`src/rtl/blackjack_table.sv`:
```
// Two-hand blackjack round sequencer. It requests cards from the deck controller over a
// four-phase handshake, keeps soft-ace totals for both hands, and reports the round outcome.
module blackjack_table #(
    parameter logic [4:0] DEALER_STAND = 5'd17,
    parameter logic [7:0] TIMEOUT      = 8'd255
) (
    input  logic       clock,
    input  logic       reset,
    input  logic       game_ready,
    input  logic       card_ready,
    input  logic [7:0] card_in,
    input  logic       new_round,
    input  logic       hit,
    input  logic       stand,
    output logic       get_card,
    output logic [4:0] player_score,
    output logic [4:0] dealer_score,
    output logic [3:0] player_cards,
    output logic [3:0] dealer_cards,
    output logic       player_turn,
    output logic [1:0] result,
    output logic       blackjack,
    output logic       fault
);

    typedef enum logic [3:0] {
        S_IDLE = 4'd0, S_WAIT_GAME = 4'd1, S_REQ = 4'd2, S_ACK = 4'd3, S_REL = 4'd4, S_ADD = 4'd5,
        S_PLAYER_TURN = 4'd6, S_DEALER_TURN = 4'd7, S_COMPARE = 4'd8, S_DONE = 4'd9, S_FAULT = 4'd10
    } state_t;

    function automatic logic [4:0] card_value(input logic [3:0] rank);
        case (rank)
            4'd1:               card_value = 5'd11;
            4'd11, 4'd12, 4'd13: card_value = 5'd10;
            4'd0, 4'd14, 4'd15: card_value = 5'd0;
            default:            card_value = {1'b0, rank};
        endcase
    endfunction

    function automatic logic card_valid(input logic [3:0] rank);
        card_valid = (rank != 4'd0) && (rank <= 4'd13);
    endfunction

    function automatic logic [3:0] sat_inc(input logic [3:0] count);
        sat_inc = (count == 4'd15) ? 4'd15 : count + 4'd1;
    endfunction

    state_t      state_r, state_s;
    logic [3:0]  card_r;
    logic [2:0]  deal_idx_r;
    logic        target_r;
    logic [7:0]  timeout_r;
    logic [3:0]  player_soft_r, dealer_soft_r;
    logic        get_card_r, player_turn_r, blackjack_r, fault_r;
    logic [4:0]  player_score_r, dealer_score_r;
    logic [3:0]  player_cards_r, dealer_cards_r;
    logic [1:0]  result_r;
    logic        target_s;
    logic [4:0]  base_score_s, sum_s, new_score_s;
    logic [3:0]  base_soft_s, soft_sum_s, new_soft_s;
    logic [1:0]  compare_s;
    logic        unused_bits_s;

    assign unused_bits_s = ^card_in[7:4];

    // Hand targeted by the card in flight: fixed P,D,P,D during the deal, then set by whose turn it is.
    assign target_s     = (deal_idx_r < 3'd4) ? deal_idx_r[0] : target_r;
    assign base_score_s = target_s ? dealer_score_r : player_score_r;
    assign base_soft_s  = target_s ? dealer_soft_r : player_soft_r;
    // A hand only draws while at most 20, so the raw sum peaks at 31 and fits five bits.
    assign sum_s        = base_score_s + card_value(card_r);
    assign soft_sum_s   = base_soft_s + ((card_r == 4'd1) ? 4'd1 : 4'd0);

    // Soft-ace demotion applied in the same cycle as the add.
    always_comb begin
        new_score_s = sum_s;
        new_soft_s  = soft_sum_s;
        if ((sum_s > 5'd21) && (soft_sum_s != 4'd0)) begin
            new_score_s = sum_s - 5'd10;
            new_soft_s  = soft_sum_s - 4'd1;
        end else begin
            new_score_s = sum_s;
            new_soft_s  = soft_sum_s;
        end
    end

    // Round outcome from the final totals.
    always_comb begin
        compare_s = 2'b11;
        if (player_score_r > 5'd21) begin
            compare_s = 2'b10;
        end else if (dealer_score_r > 5'd21) begin
            compare_s = 2'b01;
        end else if (player_score_r > dealer_score_r) begin
            compare_s = 2'b01;
        end else if (player_score_r < dealer_score_r) begin
            compare_s = 2'b10;
        end else begin
            compare_s = 2'b11;
        end
    end

    // State register.
    always_ff @(posedge clock) begin
        if (reset) begin
            state_r <= S_IDLE;
        end else begin
            state_r <= state_s;
        end
    end

    // Next-state logic.
    always_comb begin
        state_s = state_r;
        case (state_r)
            S_IDLE, S_DONE, S_FAULT: begin
                if (new_round) state_s = S_WAIT_GAME;
                else           state_s = state_r;
            end
            S_WAIT_GAME: begin
                if (game_ready) state_s = S_REQ;
                else            state_s = S_WAIT_GAME;
            end
            S_REQ: begin
                if (!game_ready)              state_s = S_FAULT;
                else if (card_ready)          state_s = S_ACK;
                else if (timeout_r == TIMEOUT) state_s = S_FAULT;
                else                          state_s = S_REQ;
            end
            S_ACK: begin
                if (!game_ready) state_s = S_FAULT;
                else             state_s = S_REL;
            end
            S_REL: begin
                if (!game_ready)     state_s = S_FAULT;
                else if (!card_ready) state_s = S_ADD;
                else                 state_s = S_REL;
            end
            S_ADD: begin
                if (!card_valid(card_r))          state_s = S_FAULT;
                else if (deal_idx_r < 3'd3)       state_s = S_REQ;
                else if (deal_idx_r == 3'd3)      state_s = (player_score_r == 5'd21) ? S_DEALER_TURN : S_PLAYER_TURN;
                else if (target_s)                state_s = S_DEALER_TURN;
                else if (new_score_s > 5'd21)     state_s = S_COMPARE;
                else if (new_score_s == 5'd21)    state_s = S_DEALER_TURN;
                else                              state_s = S_PLAYER_TURN;
            end
            S_PLAYER_TURN: begin
                if (stand)    state_s = S_DEALER_TURN;
                else if (hit) state_s = S_REQ;
                else          state_s = S_PLAYER_TURN;
            end
            S_DEALER_TURN: begin
                if (dealer_score_r < DEALER_STAND) state_s = S_REQ;
                else                               state_s = S_COMPARE;
            end
            S_COMPARE: state_s = S_DONE;
            default:   state_s = S_IDLE;
        endcase
    end

    // Registered outputs and hand datapath.
    always_ff @(posedge clock) begin
        if (reset) begin
            get_card_r     <= 1'b0;
            player_turn_r  <= 1'b0;
            fault_r        <= 1'b0;
            blackjack_r    <= 1'b0;
            result_r       <= 2'b00;
            player_score_r <= 5'd0;
            dealer_score_r <= 5'd0;
            player_cards_r <= 4'd0;
            dealer_cards_r <= 4'd0;
            player_soft_r  <= 4'd0;
            dealer_soft_r  <= 4'd0;
            timeout_r      <= 8'd0;
            deal_idx_r     <= 3'd0;
            target_r       <= 1'b0;
            card_r         <= 4'd0;
        end else begin
            get_card_r    <= (state_s == S_REQ);
            player_turn_r <= (state_s == S_PLAYER_TURN);
            fault_r       <= (state_s == S_FAULT);
            timeout_r     <= (state_r == S_REQ) ? timeout_r + 8'd1 : 8'd0;
            case (state_r)
                S_IDLE, S_DONE, S_FAULT: begin
                    if (new_round) begin
                        blackjack_r    <= 1'b0;
                        result_r       <= 2'b00;
                        player_score_r <= 5'd0;
                        dealer_score_r <= 5'd0;
                        player_cards_r <= 4'd0;
                        dealer_cards_r <= 4'd0;
                        player_soft_r  <= 4'd0;
                        dealer_soft_r  <= 4'd0;
                        deal_idx_r     <= 3'd0;
                    end
                end
                S_REQ: begin
                    if (card_ready) card_r <= card_in[3:0];
                end
                S_ADD: begin
                    if (card_valid(card_r)) begin
                        if (target_s) begin
                            dealer_score_r <= new_score_s;
                            dealer_soft_r  <= new_soft_s;
                            dealer_cards_r <= sat_inc(dealer_cards_r);
                        end else begin
                            player_score_r <= new_score_s;
                            player_soft_r  <= new_soft_s;
                            player_cards_r <= sat_inc(player_cards_r);
                        end
                        if (deal_idx_r < 3'd4) deal_idx_r <= deal_idx_r + 3'd1;
                        if (deal_idx_r == 3'd3) blackjack_r <= (player_score_r == 5'd21);
                    end
                end
                S_PLAYER_TURN: target_r <= 1'b0;
                S_DEALER_TURN: target_r <= 1'b1;
                S_COMPARE:     result_r <= compare_s;
                default: ;
            endcase
        end
    end

    assign get_card     = get_card_r;
    assign player_score = player_score_r;
    assign dealer_score = dealer_score_r;
    assign player_cards = player_cards_r;
    assign dealer_cards = dealer_cards_r;
    assign player_turn  = player_turn_r;
    assign result       = result_r;
    assign blackjack    = blackjack_r;
    assign fault        = fault_r;

endmodule
```
`config.mk`:
```
export PLATFORM = sky130hd
export DESIGN_NAME = blackjack_table
export DESIGN_NICKNAME = d
export VERILOG_FILES = /design/src/rtl/blackjack_table.sv
export SDC_FILE = /design/constraint.sdc
export NUM_CORES = 1
export LEC_CHECK = 0
export BUFFER_PORTS_ARGS = -buffer_cell sky130_fd_sc_hd__buf_2
export CAP_MARGIN = 20
export CELL_PAD_IN_SITES_DETAIL_PLACEMENT = 1
export CELL_PAD_IN_SITES_GLOBAL_PLACEMENT = 1
export CORE_ASPECT_RATIO = 1.5
export CORE_UTILIZATION = 45
export DETAILED_ROUTE_END_ITERATION = 8
export GPL_TIMING_DRIVEN = 1
export PLACE_DENSITY = 0.89
export SYNTH_ARGS = -nofsm -noshare
export SYNTH_HDL_FRONTEND = slang
export SYNTH_SLANG_ARGS = --single-unit
```
`constraint.sdc`:
```
create_clock -name clock -period 10.45 [get_ports clock]
set_input_delay 2.09 -clock clock [delete_from_list [all_inputs] [get_ports clock]]
set_output_delay 2.09 -clock clock [all_outputs]
set_load 0.02 [all_outputs]
```
==> impl_results.md, run 1 <==
- Synth area leader: dfxtp_1
- Post-Syn Area per Cell: 7.80 um^2
- Power Dens Cells: 112 nW/um^2
- R2r setup slk: 5690 ps
- Post-detail-place hpwl: 6790 um
- Multi-input gate area: 2060 um^2
- Setup TNS Final: 0 ps
- Largest family of logic cells by synthesized area: simple AND/OR/NAND/NOR gates
- Root Buffer: clkbuf_8
- Synth Area in Adders: 8.60%
- Largest net degree at the start of global routing: 43
- CP max stage cell: mux2i_4
- EDFF count, synth: 0
- Share of the synthesized area in the top cell type: 31.9%
- CTS Buffer Depth: 2
- Clock transition at path regs: 100 ps
- Total GRT Usage: about a quarter
- Synth Area in Compound Gates: about a fifth
- Resized Gates After CTS: 0
- FFs w/ async S/R, synth: 0%
- Pleak: 1.41 nW
- Simple-Gate Fraction of Synth Area: around a quarter
- Crit start category: flop
- RR Startpoint: deal_idx_r[2]
- Area of the die: ~7600 um^2
- Routability cong.: 0.820
- Mux cell area share after synthesis: roughly 4.5%
- Synth Area in XOR/XNOR: 4.76%
- Cell variety after synth: 62
- Clock tree from TritonCTS: yes
- Vias in the first global route: approximately 3.3k
- Crit path buffers/inverters: 1
- Most common cell after layout, fill and taps aside: nand2_1
- DRC: 0
- Die H: 106 um
- Max-slew violation count: 0
- CTS H-tree depth: 2
- Drt pass-1 iters: 4
- Layout cells sized above 1: 14.1%
- CP Data Arrival Time: 4990 ps
- Initial Util: 46.9%
- Crit path required time: between 10000 and 15000 ps
- Final setup fails: 0
- Critical path's most frequent cell: ha_1
- Final hold violation count: 0
- Final Skew: between 5 and 6 ps
- Post-route clock period utilization: 45.6%
- R2R cell count: 15
- Worst Hold End: dealer_soft_r[0]
- Post-CTS Setup Inserts: 0
- Nature of the critical path endpoint: flop
- Post-route ant nets: 0
- Slowest stage delay, CP: 680 ps
- Antenna violations before repair: 0
- Worst hold stages: 2
- Top FF cell, synth: dfxtp_1
- MaxCap Viol Count: 0
- FILL cells: 868
- Minimum clock period: around 4800 ps
- CTS Buf Count: 5
- Synth area leaders: dfxtp_1 32%, ha_1 7.7%, a21oi_1 7.2%, nand2_1 6.8%, nor2_1 4.3%
- Crit path max fanout: 17
- Port bufs: 34
- Vias per inst: ~6.0
- Wire length per cell: 17.3 um
- Die X-Extent: roughly 70 um
- Sequential area share after synthesis: 31.9%
- Worst R2R End: get_card
- RSZ-0062 raised after global routing: no
- Reg area: 1040 um^2
- Worst Max-Slew Pin Slew: 811 ps
- Worst-path cell chain: mux2i_4 > mux2_2 > ha_1 > fa_1 > xor2_1 > ha_1 > a21oi_1 > a31oi_1 > o21bai_1 > o311ai_1 > buf_4 > and3_1 > o31a_1 > o32a_1 > nor3b_2
- Clk Latency, worst-skew pair: 320 ps
- Cell Area, Synth: 3260 um^2
- Global-route wire length before repair: 15200 um
- Core ar.: around 7000 um^2
- Final #Nets: 476
- Syn_nets: 454
- Antenna Diode Count: 0
- # rows: 37
- Synth warnings: 0
- Rel. slew slack: a little under half
- IO Pins: 39
- CP startpoint: deal_idx_r[2]
- HP Start: dealer_soft_r[0]
- Worst VDD drop: about 0.074 mV
- Via count: 3111
- Overflow after GRT: 0
- Routed WL: 9000 um
- Achievable clock frequency: 210 MHz
- CP top delay family: compound AO/OA/AOI/OAI gates
- Worst path depth: 15
- Yosys reg bits: between 50 and 60
- Most frequent cells in the layout: 59 x nand2_1, 52 x dfxtp_1, 47 x a21oi_1, 37 x nor2_1, 34 x buf_2
- Clk sinks: 52
- Synth Instances: ~420
- Status: finished clean
- Hold WS: 477 ps
- DR iter-0 viols: 123
- Hold Buf Count CTS: 0
- Layout area overhead: 9.33%
- Worst hold-check path type: flop to flop
- CP Class: flop to flop
registers in the layout, indices dropped and copies added (netlist names):
register,flops
timeout_r,8
dealer_score,5
player_score,5
card_r,4
dealer_cards,4
dealer_soft_r,4
player_cards,4
player_soft_r,4
state_r,4
deal_idx_r,3
result,2
blackjack,1
fault,1
get_card,1
player_turn,1
target_r,1
cells by family (layout without fill, tap and decap cells):
| kind of cell | after synthesis | after routing |
|---|---|---|
| mux | 11 | 11 |
| compound gates | 107 | 107 |
| fa+ha+maj | 22 | 22 |
| simple gates | 167 | 167 |
| xor+xnor | 16 | 16 |
| flops | 52 | 52 |
| buf+inv | 43 | 66 |
worst max-delay path by stage:
stage	to
after global placement	get_card
after floorplan	get_card
after CTS	get_card
final	get_card
after global routing	get_card
after detailed placement	get_card
area by class of cell:
type / count / area share, %
multi-input combinational: 323 / 57.7
sequential: 52 / 29.2
timing repair buffer: 38 / 5.55
tap: 78 / 2.74
clock buffer: 6 / 2.32
inverter: 20 / 2.11
clock inverter: 2 / 0.386
stage by stage:
step           std cells  cell area [um^2]  setup WS, ps  power (mW)  utilization (%)
2_1_floorplan        418              3260          6260       0.257                -
3_3_place_gp         509              3450          5890       0.272             49.7
3_5_place_dp         509              3450          5760       0.275             49.7
4_1_cts              517              3550          5720       0.401             51.1
5_1_grt              519              3560          5380       0.418             51.3
6_report             519              3560          5690       0.401             51.3
cell usage after synthesis (all sizes together) (3+ instances only):
master / count
a211oi: 8
a21o: 3
a21oi: 47
a31oi: 6
and2: 4
and3: 3
buf: 3
clkbuf: 20
dfxtp: 52
ha: 20
inv: 20
mux2: 5
mux2i: 6
nand2: 59
nand2b: 3
nand3: 23
nand4: 4
nor2: 37
nor2b: 8
nor3: 8
nor4: 3
o21ai: 19
o21bai: 3
or3: 5
xnor2: 7
xor2: 9
worst register-to-register path: stages, from the launching register on:
cell and delay, ps:
dfxtp_1 500, mux2i_4 680, mux2_2 420, ha_1 210, fa_1 410, xor2_1 440, ha_1 230, a21oi_1 60
a31oi_1 190, o21bai_1 140, o311ai_1 120, buf_4 210, and3_1 190, o31a_1 330, o32a_1 350, nor3b_2 170
routing by layer:
metal | GRT usage [%] | share of wire [%]
met5 | 0 | 0
met4 | 13.9 | 3.6
met3 | 4.45 | 2.7
met2 | 47.2 | 54
met1 | 26.4 | 40
report_power, final:
| part | total [mW] | leakage [nW] | switching, mW | internal (mW) |
|---|---|---|---|---|
| clock | 0.128 | 0.0516 | 0.0735 | 0.0544 |
| combinational | 0.0645 | 0.937 | 0.0437 | 0.0208 |
| sequential | 0.208 | 0.419 | 0.00699 | 0.201 |
| total | 0.401 | 1.41 | 0.124 | 0.276 |
(Power assumes the default switching activity.)
==> inputs of run 2 (changes only) <==
--- a/config.mk
+++ b/config.mk
@@ -10,10 +10,10 @@
 export CELL_PAD_IN_SITES_DETAIL_PLACEMENT = 1
 export CELL_PAD_IN_SITES_GLOBAL_PLACEMENT = 1
 export CORE_ASPECT_RATIO = 1.5
-export CORE_UTILIZATION = 45
+export CORE_UTILIZATION = 39
 export DETAILED_ROUTE_END_ITERATION = 8
 export GPL_TIMING_DRIVEN = 1
-export PLACE_DENSITY = 0.89
+export PLACE_DENSITY = 0.82
 export SYNTH_ARGS = -nofsm -noshare
 export SYNTH_HDL_FRONTEND = slang
 export SYNTH_SLANG_ARGS = --single-unit
==> constraint.sdc (replaced) <==
create_clock -name clock -period 4.2 [get_ports clock]
set_input_delay 0.84 -clock clock [delete_from_list [all_inputs] [get_ports clock]]
set_output_delay 0.84 -clock clock [all_outputs]
set_load 0.02 [all_outputs]
==> run 2 against run 1 <==
- clock power grew to 3.6 times the previous value
- worst setup slack got worse by 5400 ps
- total power increased to 2.9 times the previous value
- via count shrank 2.2%
- maximum frequency grew 22%
- flip-flop and latch count unchanged
- clock skew is essentially flat
- clock-buffer cell count is the same
- final area increased by 3.2%
- combinational power is 150% higher
- critical path type unchanged
- largest power group unchanged
- highest routed layer unchanged
==> impl_results.md, run 2 (synthesis results as in run 1) <==
- Port bufs: 34 (unchanged)
- Overflow after GRT: 0 (unchanged)
- Final Non-Filler Cells: 547 (+5.4%)
- Achievable clock frequency: 256 MHz (+22%)
- # rows: 40 (+8.1%)
- R2r setup slk: 290 ps (-5400 ps)
- Routed WL: 8830 um (-1.9%)
- Setup TNS Final: 0 ps (unchanged)
- Initial Util: 40.5% (-6.5 points)
- Largest net degree at the start of global routing: 43 (unchanged)
- Post-CTS Setup Inserts: 0 (unchanged)
- R2R cell count: 15 (unchanged)
- Pleak: 1.44 nW (+2.3%)
- Final Skew: 4.95 ps (-0.106 ps)
- Vias per inst: 5.56 (-7.2%)
- Clock transition at path regs: 70 ps (-30 ps)
- Final setup fails: 0 (unchanged)
- IO Pins: 39 (unchanged)
- Worst VDD drop: 0.327 mV (+340%)
- Final worst slack: 288 ps (-5400 ps)
- Power Dens Cells: 311 nW/um^2 (+180%)
- CP Class: flop to flop
- Max-slew violation count: 0 (unchanged)
- DR iter-0 viols: 142 (+15%)
- MaxCap Viol Count: 0 (unchanged)
- CTS Buf Count: 5 (unchanged)
- Post-route clock period utilization: 93.2% (+48 points)
- CTS Buffer Depth: 2 (unchanged)
- Die H: 114 um (+7.3%)
- DRC: 0 (unchanged)
- Root Buffer: clkbuf_16
- Post-route ant nets: 0 (unchanged)
- Pre-CTS setup slack: 184 ps (-5580 ps)
- Most common cell after layout, fill and taps aside: nand2_1
- Biggest register: timeout_r
- Crit start category: flop
- Area of the die: 8730 um^2 (+15%)
- Rel. slew slack: 29.0% (-16 points)
- Vias in the first global route: 3102 (-4.6%)
- Layout area overhead: 12.9%
- Worst hold stages: 1 (-1)
- Crit path required time: 4390 ps (-6290 ps)
- Max reg flops: 8 (unchanged)
- Drt pass-1 iters: 4 (unchanged)
- Final Cell Area: 3680 um^2 (+3.2%)
- Placed cells: 538 (+5.7%)
- Clock tree from TritonCTS: yes
- Worst R2R End: get_card
- Final hold violation count: 0 (unchanged)
- Total GRT Usage: 21.4% (-4.0 points)
- Crit path max fanout: 11 (-6)
- RSZ-0062 raised after global routing: no
- Worst Hold End: timeout_r[0]
- Core utilization of the finished layout: 45.7% (-5.7 points)
- Minimum clock period: 3910 ps (-849 ps)
- Status: finished clean
- Global-route wire length before repair: 14800 um (-2.9%)
- Clk sinks: 52 (unchanged)
- Wire length per cell: 16.1 um (-6.9%)
- Nature of the critical path endpoint: flop
- Antenna violations before repair: 0 (unchanged)
- Layout cells sized above 1: 14.5% (+0.42 points)
- Most frequent cells in the layout: 59 x nand2_1, 51 x dfxtp_1, 47 x a21oi_1, 37 x nor2_1, 34 x buf_2
- Worst hold-check path type: flop to flop
- RR Startpoint: deal_idx_r[2]
- Routability cong.: 0.919 (+12%)
- Final #Nets: 477 (+0.21%)
- Core ar.: 8060 um^2 (+16%)
- Worst Max-Slew Pin Slew: 1060 ps (+244 ps)
- Post-detail-place hpwl: 6560 um (-3.5%)
- Placed inst area: 3500 um^2 (+1.4%)
- Die X-Extent: 76.6 um (+7.2%)
- Via count: 3042 (-2.2%)
- CTS H-tree depth: 2 (unchanged)
- CP Data Arrival Time: 4100 ps (-890 ps)
- Clk Latency, worst-skew pair: 300 ps (-20 ps)
- HP Start: timeout_r[0]
- Antenna Diode Count: 0 (unchanged)
-- run 2: cell types whose count changed in the layout (fill, tap and decap cells not counted), sizes merged --
cell / delta
bufinv: +1
inv: -1
clkbuf: -1
buf: +2
-- run 2: worst max path at each step --
stage | from | slack (ps) | end | depth (start not counted)
6_report | deal_idx_r[2] | 290 | get_card | 15
4_1_cts | deal_idx_r[2] | 150 | get_card | 15
3_3_place_gp | deal_idx_r[2] | 260 | get_card | 15
5_1_grt | deal_idx_r[2] | 90 | get_card | 15
3_5_place_dp | deal_idx_r[2] | 180 | get_card | 15
2_1_floorplan | deal_idx_r[2] | 10 | get_card | 15
-- run 2: final cells by class --
type                            count  area [um^2]
Tap cell                          105          131
Clock inverter                      2         35.0
Clock buffer                        6          129
Fill cell                        1025         4380
Inverter                           20         75.1
Sequential cell                    52         1040
Multi-Input combinational cell    323         2060
Timing Repair Buffer               39          208
-- run 2: metal layers --
metal	vias up	track usage, %	share of wire, %
met5	-	0	0
met4	0	8.97	1.9
met3	13	2.96	2.3
met2	35	40.8	54
met1	1476	23.5	42
li1	1518	-	-
-- run 2: stage by stage --
| step | hold WS, ps | total power [mW] |
|---|---|---|
| floorplan | 430 | 0.640 |
| global placement | 441 | 0.680 |
| finish | 468 | 1.14 |
| global route | 482 | 1.19 |
| detailed placement | 458 | 0.685 |
| CTS | 471 | 1.15 |
-- run 2: worst max-delay path: stages, from the launching register on --
cell,delay (ps)
dfxtp_2,410
mux2i_4,280
mux2_2,360
ha_1,210
fa_2,590
inv_1,130
ha_1,210
a21oi_1,120
a31oi_1,60
o21bai_1,170
o311ai_1,120
buf_4,260
nor3_1,60
o31a_1,290
o32a_1,350
nor3b_2,180
-- run 2: timing repair --
action                                 4_1_cts  5_1_grt
setup endpoints to repair                    0        4
gates resized for setup                      0        2
endpoints found under the hold margin        0        0
hold buffers                                 0        0
-- run 2: report_power, final --
part	internal, mW	switching [mW]	leakage [nW]
Clock	0.281	0.186	0.0808
Sequential	0.501	0.0170	0.420
Combinational	0.0515	0.107	0.939
Total	0.833	0.310	1.44
